## src/rtl/mod_inv.sv

```systemverilog
`default_nettype none
// ============================================================================
// Module      : mod_inv
// Description : Modular inverse r = a^-1 mod s using the binary extended
//               Euclidean algorithm, one step per clock. Three-state control
//               (IDLE -> RUN -> FIN). Reports err when no inverse exists or
//               when the operands are out of range.
//               Optional macro MOD_INV_TIMEOUT_EN adds an iteration counter
//               that forces an error termination after 4*FIELD_WIDTH+1 RUN
//               cycles.
// Revision    : 1.0 - initial release
// ============================================================================
module mod_inv #(
  parameter int FIELD_WIDTH = 16
) (
  input  logic                   clk,
  input  logic                   reset,
  input  logic                   start,
  input  logic [FIELD_WIDTH-1:0] a,
  input  logic [FIELD_WIDTH-1:0] s,
  output logic                   busy,
  output logic                   done,
  output logic                   err,
  output logic [FIELD_WIDTH-1:0] r
);

  localparam int W = FIELD_WIDTH;
  localparam logic [W-1:0] C_ZERO = '0;
  localparam logic [W-1:0] C_ONE  = {{(W-1){1'b0}}, 1'b1};

  typedef enum logic [1:0] {
    IDLE = 2'd0,
    RUN  = 2'd1,
    FIN  = 2'd2
  } state_t;

  state_t         state_q, state_d;
  logic [W-1:0]   u_q, u_d;
  logic [W-1:0]   v_q, v_d;
  logic [W-1:0]   x1_q, x1_d;
  logic [W-1:0]   x2_q, x2_d;
  logic [W-1:0]   s_q, s_d;
  logic [W-1:0]   r_q, r_d;
  logic           err_q, err_d;
  logic           timeout_hit;

  // Halve x modulo m (m odd): an odd x is first lifted by m so the sum is even.
  // The sum needs one extra bit before the shift brings it back into range.
  function automatic logic [W-1:0] half_mod(input logic [W-1:0] x,
                                            input logic [W-1:0] m);
    half_mod = W'(({1'b0, x} + (x[0] ? {1'b0, m} : {(W+1){1'b0}})) >> 1);
  endfunction

  // (x - y) mod m for x, y in [0, m-1]; the W-bit wraparound of x - y + m
  // lands exactly on the correct residue when the raw difference is negative.
  function automatic logic [W-1:0] sub_mod(input logic [W-1:0] x,
                                           input logic [W-1:0] y,
                                           input logic [W-1:0] m);
    sub_mod = (x >= y) ? (x - y) : (x - y + m);
  endfunction

`ifdef MOD_INV_TIMEOUT_EN
  localparam int           CW         = $clog2(4*W + 2);
  localparam logic [CW-1:0] C_TMO_LAST = CW'(4*W);

  logic [CW-1:0] iter_q, iter_d;

  // Iteration counter: cleared on an accepted start, counts RUN cycles.
  always_comb begin
    iter_d = iter_q;
    if (state_q == IDLE && start) begin
      iter_d = '0;
    end else if (state_q == RUN) begin
      iter_d = iter_q + 1'b1;
    end
  end

  // Iteration counter register.
  always_ff @(posedge clk) begin
    if (reset) begin
      iter_q <= '0;
    end else begin
      iter_q <= iter_d;
    end
  end

  // The (4*W+1)-th RUN cycle without a natural termination gives up.
  assign timeout_hit = (state_q == RUN) && (iter_q == C_TMO_LAST);
`else
  assign timeout_hit = 1'b0;
`endif

  // Next-state and datapath step: one extended-Euclid rule per RUN cycle.
  always_comb begin
    state_d = state_q;
    u_d     = u_q;
    v_d     = v_q;
    x1_d    = x1_q;
    x2_d    = x2_q;
    s_d     = s_q;
    r_d     = r_q;
    err_d   = err_q;

    case (state_q)
      IDLE: begin
        if (start) begin
          u_d   = a;
          v_d   = s;
          x1_d  = C_ONE;
          x2_d  = C_ZERO;
          s_d   = s;
          err_d = 1'b0;
          // Zero or out-of-range operands cannot have an inverse.
          if (a == C_ZERO || a >= s) begin
            err_d   = 1'b1;
            r_d     = C_ZERO;
            state_d = FIN;
          end else begin
            state_d = RUN;
          end
        end
      end

      RUN: begin
        if (u_q == C_ONE) begin
          r_d     = x1_q;
          state_d = FIN;
        end else if (v_q == C_ONE) begin
          r_d     = x2_q;
          state_d = FIN;
        end else if (u_q == C_ZERO || v_q == C_ZERO) begin
          // gcd(a, s) > 1: the subtraction chain reached zero.
          err_d   = 1'b1;
          r_d     = C_ZERO;
          state_d = FIN;
        end else if (timeout_hit) begin
          err_d   = 1'b1;
          r_d     = C_ZERO;
          state_d = FIN;
        end else if (!u_q[0]) begin
          u_d  = u_q >> 1;
          x1_d = half_mod(x1_q, s_q);
        end else if (!v_q[0]) begin
          v_d  = v_q >> 1;
          x2_d = half_mod(x2_q, s_q);
        end else if (u_q >= v_q) begin
          u_d  = u_q - v_q;
          x1_d = sub_mod(x1_q, x2_q, s_q);
        end else begin
          v_d  = v_q - u_q;
          x2_d = sub_mod(x2_q, x1_q, s_q);
        end
      end

      FIN: begin
        // err only accompanies done; r stays until the next completion.
        err_d   = 1'b0;
        state_d = IDLE;
      end

      default: begin
        state_d = IDLE;
      end
    endcase
  end

  // State and datapath registers; reset aborts any operation in flight.
  always_ff @(posedge clk) begin
    if (reset) begin
      state_q <= IDLE;
      u_q     <= '0;
      v_q     <= '0;
      x1_q    <= '0;
      x2_q    <= '0;
      s_q     <= '0;
      r_q     <= '0;
      err_q   <= 1'b0;
    end else begin
      state_q <= state_d;
      u_q     <= u_d;
      v_q     <= v_d;
      x1_q    <= x1_d;
      x2_q    <= x2_d;
      s_q     <= s_d;
      r_q     <= r_d;
      err_q   <= err_d;
    end
  end

  assign busy = (state_q == RUN);
  assign done = (state_q == FIN);
  assign err  = err_q;
  assign r    = r_q;

endmodule
`default_nettype wire

```

## config.mk

```make
export PLATFORM = sky130hd
export DESIGN_NAME = mod_inv
export DESIGN_NICKNAME = d
export VERILOG_FILES = /design/src/rtl/mod_inv.sv
export SDC_FILE = /design/constraint.sdc
export NUM_CORES = 1
export LEC_CHECK = 0
export ABC_AREA = 1
export ABC_CLOCK_PERIOD_IN_PS = 6380
export CORE_MARGIN = 2
export CORE_UTILIZATION = 60
export CTS_CLUSTER_DIAMETER = 80
export DETAILED_ROUTE_END_ITERATION = 8
export GPL_ROUTABILITY_DRIVEN = 0
export PLACE_DENSITY_LB_ADDON = 0.1
export SYNTH_ARGS = -nofsm -noshare
export SYNTH_HDL_FRONTEND = slang
export SYNTH_SLANG_ARGS = --single-unit
```

## constraint.sdc

```tcl
create_clock -name clk -period 6.38 [get_ports clk]
set_clock_uncertainty 0.15 [all_clocks]
set_input_delay 0.957 -clock clk [delete_from_list [all_inputs] [get_ports clk]]
set_output_delay 0.957 -clock clk [all_outputs]
set_load 0.02 [all_outputs]
```

==> metrics.cfg <==
[outcome]
status = finished clean

[power_and_ir_drop]
leakagePower_nw = 7.32
ir_worst_vdd_uv = 394
powerDensity_nw_per_um2 = 618
totalPowerFinal_w = 0.00862

[die]
die_w_um = 152
dieArea_sq_um = 23100
coreArea_sq_um = 21600
rows = 54
die_y_um = 152
pin_count = 54
start_util_pct = 60.7

[sta]
slew_headroom_pct = 34.9
hold_violations = 0
rsz0062_at_grt = no
period_minus_slack_ns = 4.05
fin_tns_setup_ns = 0
fmax_ghz = 0.247
setup_viol = 0
fin_crit_sh_pct = 63.5
worst_slew_pin_slew_ns = 0.974
slew_viol_final = 0

[worst_setup_path]
worstSetupEndpointType = flip-flop
worst_path_max_delay_cell = dfxtp_1
crit_path_max_fanout = 20
max_stage_delay_ns = 0.85
worstSetupPathType = flip-flop to flip-flop
crit_chain = ha_1 -> inv_1 -> fa_1 -> nand3_1 -> nand3_1 -> nand2_1 -> nand2_1 -> nand2_1 -> nand3_1 -> nand2_1 -> inv_1 -> ha_1 -> nand2_1 -> nand2_1 -> nand2_1 -> nand2_1 -> a21oi_1 -> nand2_1 -> nand2_1 -> nand3_1 -> nand2_1 -> nand3_1 -> nand2_1 -> a21oi_1
cp_data_arrival_time_ns = 4.13
path_delay_family = simple AND/OR/NAND/NOR gates
crit_required_ns = 6.46
crit_top_cell = nand2_1
worst-path-buf-inv = 2
startpoint_type = flip-flop

[cts]
cts_resized = 0
tritoncts = built
clock_latency_ns = 0.37
cts.htree.levels = 3
cts.clk_slew.worst_paths_ns = 0.09
cts_root_buf = clkbuf_16
postCtsHoldBufs = 0
post_cts_buffers = 0
cts.sinks = 99
cts_made_buffers = 9
cts.path.max_buffers = 2

[placement]
dp.final_hpwl_mm = 36.1
io_buffers = 53
dpl.cell_count = 2536
placed_area_sq_um = 13600

[synth]
ys_ff_latch = 99
synth-main-ff-cell = dfxtp_1
synth_async_sr_flop_share_pct = 0
synth_top_area_share_pct = 18.0
syn_area_sq_um = 13100
yosysTopAreaCell = nand2_1
synth_area_per_cell_sq_um = 5.79
ys_seq_area_share_pct = 15.1
synth.area.top_cells = nand2_1 (18%), dfxtp_1 (15%), ha_1 (14%)
syn_inst = 2266
synthTopCellsByCount = nand2_1 (629), inv_1 (340), nor2_1 (238)
synth_most_common_cell = nand2_1
synth_edf_count = 0
synth_fp_nets = 2453
yosysUniqueCellTypes = 53
yosysWarnings = 0

[route]
routedWlPerCell_um = 18.1
drc = 0
dr.pass1.iters = 8
via_count = 15200
ant_nets = 0
drt_iter0_drc = 1772
routed_wl_mm = 46.2
viasPerCell = 5.94

[run]
maxCapViolCount = 0

[final_layout]
layout-drive-gt1-share_pct = 4.01
finalNetCount = 2454
area_growth_syn_to_layout_pct = 6.34
area.sequential_sq_um = 1980
fin_area_sq_um = 14000
multiInputGateArea_sq_um = 9420
fin_cells = 2552
final_core_util_pct = 64.5
antenna_cells = 0
nFillCells = 2134

[global_routing]
grt-ovfl-total = 0
grt_pass1_vias = 13700
grt_max_degree = 54
grt_pass1_wl_mm = 72.7
grt_use_total_pct = 39.1
antenna_found_initial = 0

[min_path]
hold_class = flip-flop to flip-flop

[power breakdown]
group          switching (W)  internal (W)  total (W)
registers           0.000292      0.000793    0.00108
logic                0.00476       0.00220    0.00696
clock network       0.000304      0.000280   0.000584
[sequential cells by signal, indices dropped and copies added, names as in the netlist]
name	count
x2_q	16
err	1
x1_q	16
u_q	16
state_q	2
s_q	16
r	16
v_q	16
[through the flow]
| stage | worst slack [ns] | hold slack, ns |
|---|---|---|
| after floorplan | 3.03 | 0.327 |
| after global placement | 2.52 | 0.322 |
| after detailed placement | 2.47 | 0.330 |
| after CTS | 2.44 | 0.349 |
| after global routing | 1.99 | 0.370 |
| final | 2.33 | 0.348 |
[placed cells by master, fill, tap and decap left out, types with 11 or more instances in the layout]
| cell | count |
|---|---|
| a21oi_1 | 184 |
| clkdlybuf4s50_1 | 52 |
| dfxtp_1 | 99 |
| ha_1 | 144 |
| inv_1 | 340 |
| nand2_1 | 629 |
| nand2_2 | 11 |
| nand3_1 | 185 |
| nand3_2 | 11 |
| nand4_1 | 17 |
| nor2_1 | 238 |
| nor3_1 | 17 |
| o21ai_0 | 119 |
| o21ai_1 | 16 |
| o21bai_1 | 11 |
| o22ai_1 | 20 |
| xor2_1 | 35 |
[final cells by class]
| class | instances | share of cell area, % |
|---|---|---|
| clock buffer | 9 | 1.61 |
| clock inverter | 7 | 0.565 |
| inverter | 354 | 9.55 |
| multi-input combinational | 1745 | 67.5 |
| sequential | 99 | 14.2 |
| tap | 280 | 2.51 |
| timing repair buffer | 58 | 4.04 |
[logic make-up after synthesis]
| family | share of synthesized area, % |
|---|---|
| adders and majority gates | 15.0 |
| xor gates and xnor gates | 2.94 |
| DFF | 15.1 |
| buffers and inverters | 13.1 |
| AOI/OAI and AO/OA | 16.8 |
| and+or+nand+nor | 37.1 |
[metal layers]
metal / up-vias / part of all wire (%) / GRT usage [%] / wire length (um)
met5: - / 0 / 0 / 0
met4: 0 / 4.9 / 18.2 / 2270
met3: 136 / 12 / 8.13 / 5410
met2: 908 / 42 / 59.4 / 19500
met1: 6849 / 41 / 53.2 / 19000
li1: 7264 / - / - / -
[path summary, 6_finish.rpt]
check                          endpoint                 start  depth (start not counted)  slack, ns
setup / recovery  x2_q[15]$_SDFFE_PP0P_  x1_q[0]$_SDFFE_PP0P_                         24       2.33
setup reg to reg  x2_q[15]$_SDFFE_PP0P_  x1_q[0]$_SDFFE_PP0P_                         24       2.33
hold reg to reg       r[6]$_SDFFE_PP0P_     r[6]$_SDFFE_PP0P_                          2       0.35
hold / removal        r[6]$_SDFFE_PP0P_     r[6]$_SDFFE_PP0P_                          2       0.35
[worst min-delay path: stages (launching register included)]
cell     delay, ns
dfxtp_1       0.32
nor2_1        0.09
nor2_1        0.05
No activity file was read; power rests on OpenSTA's default activity.
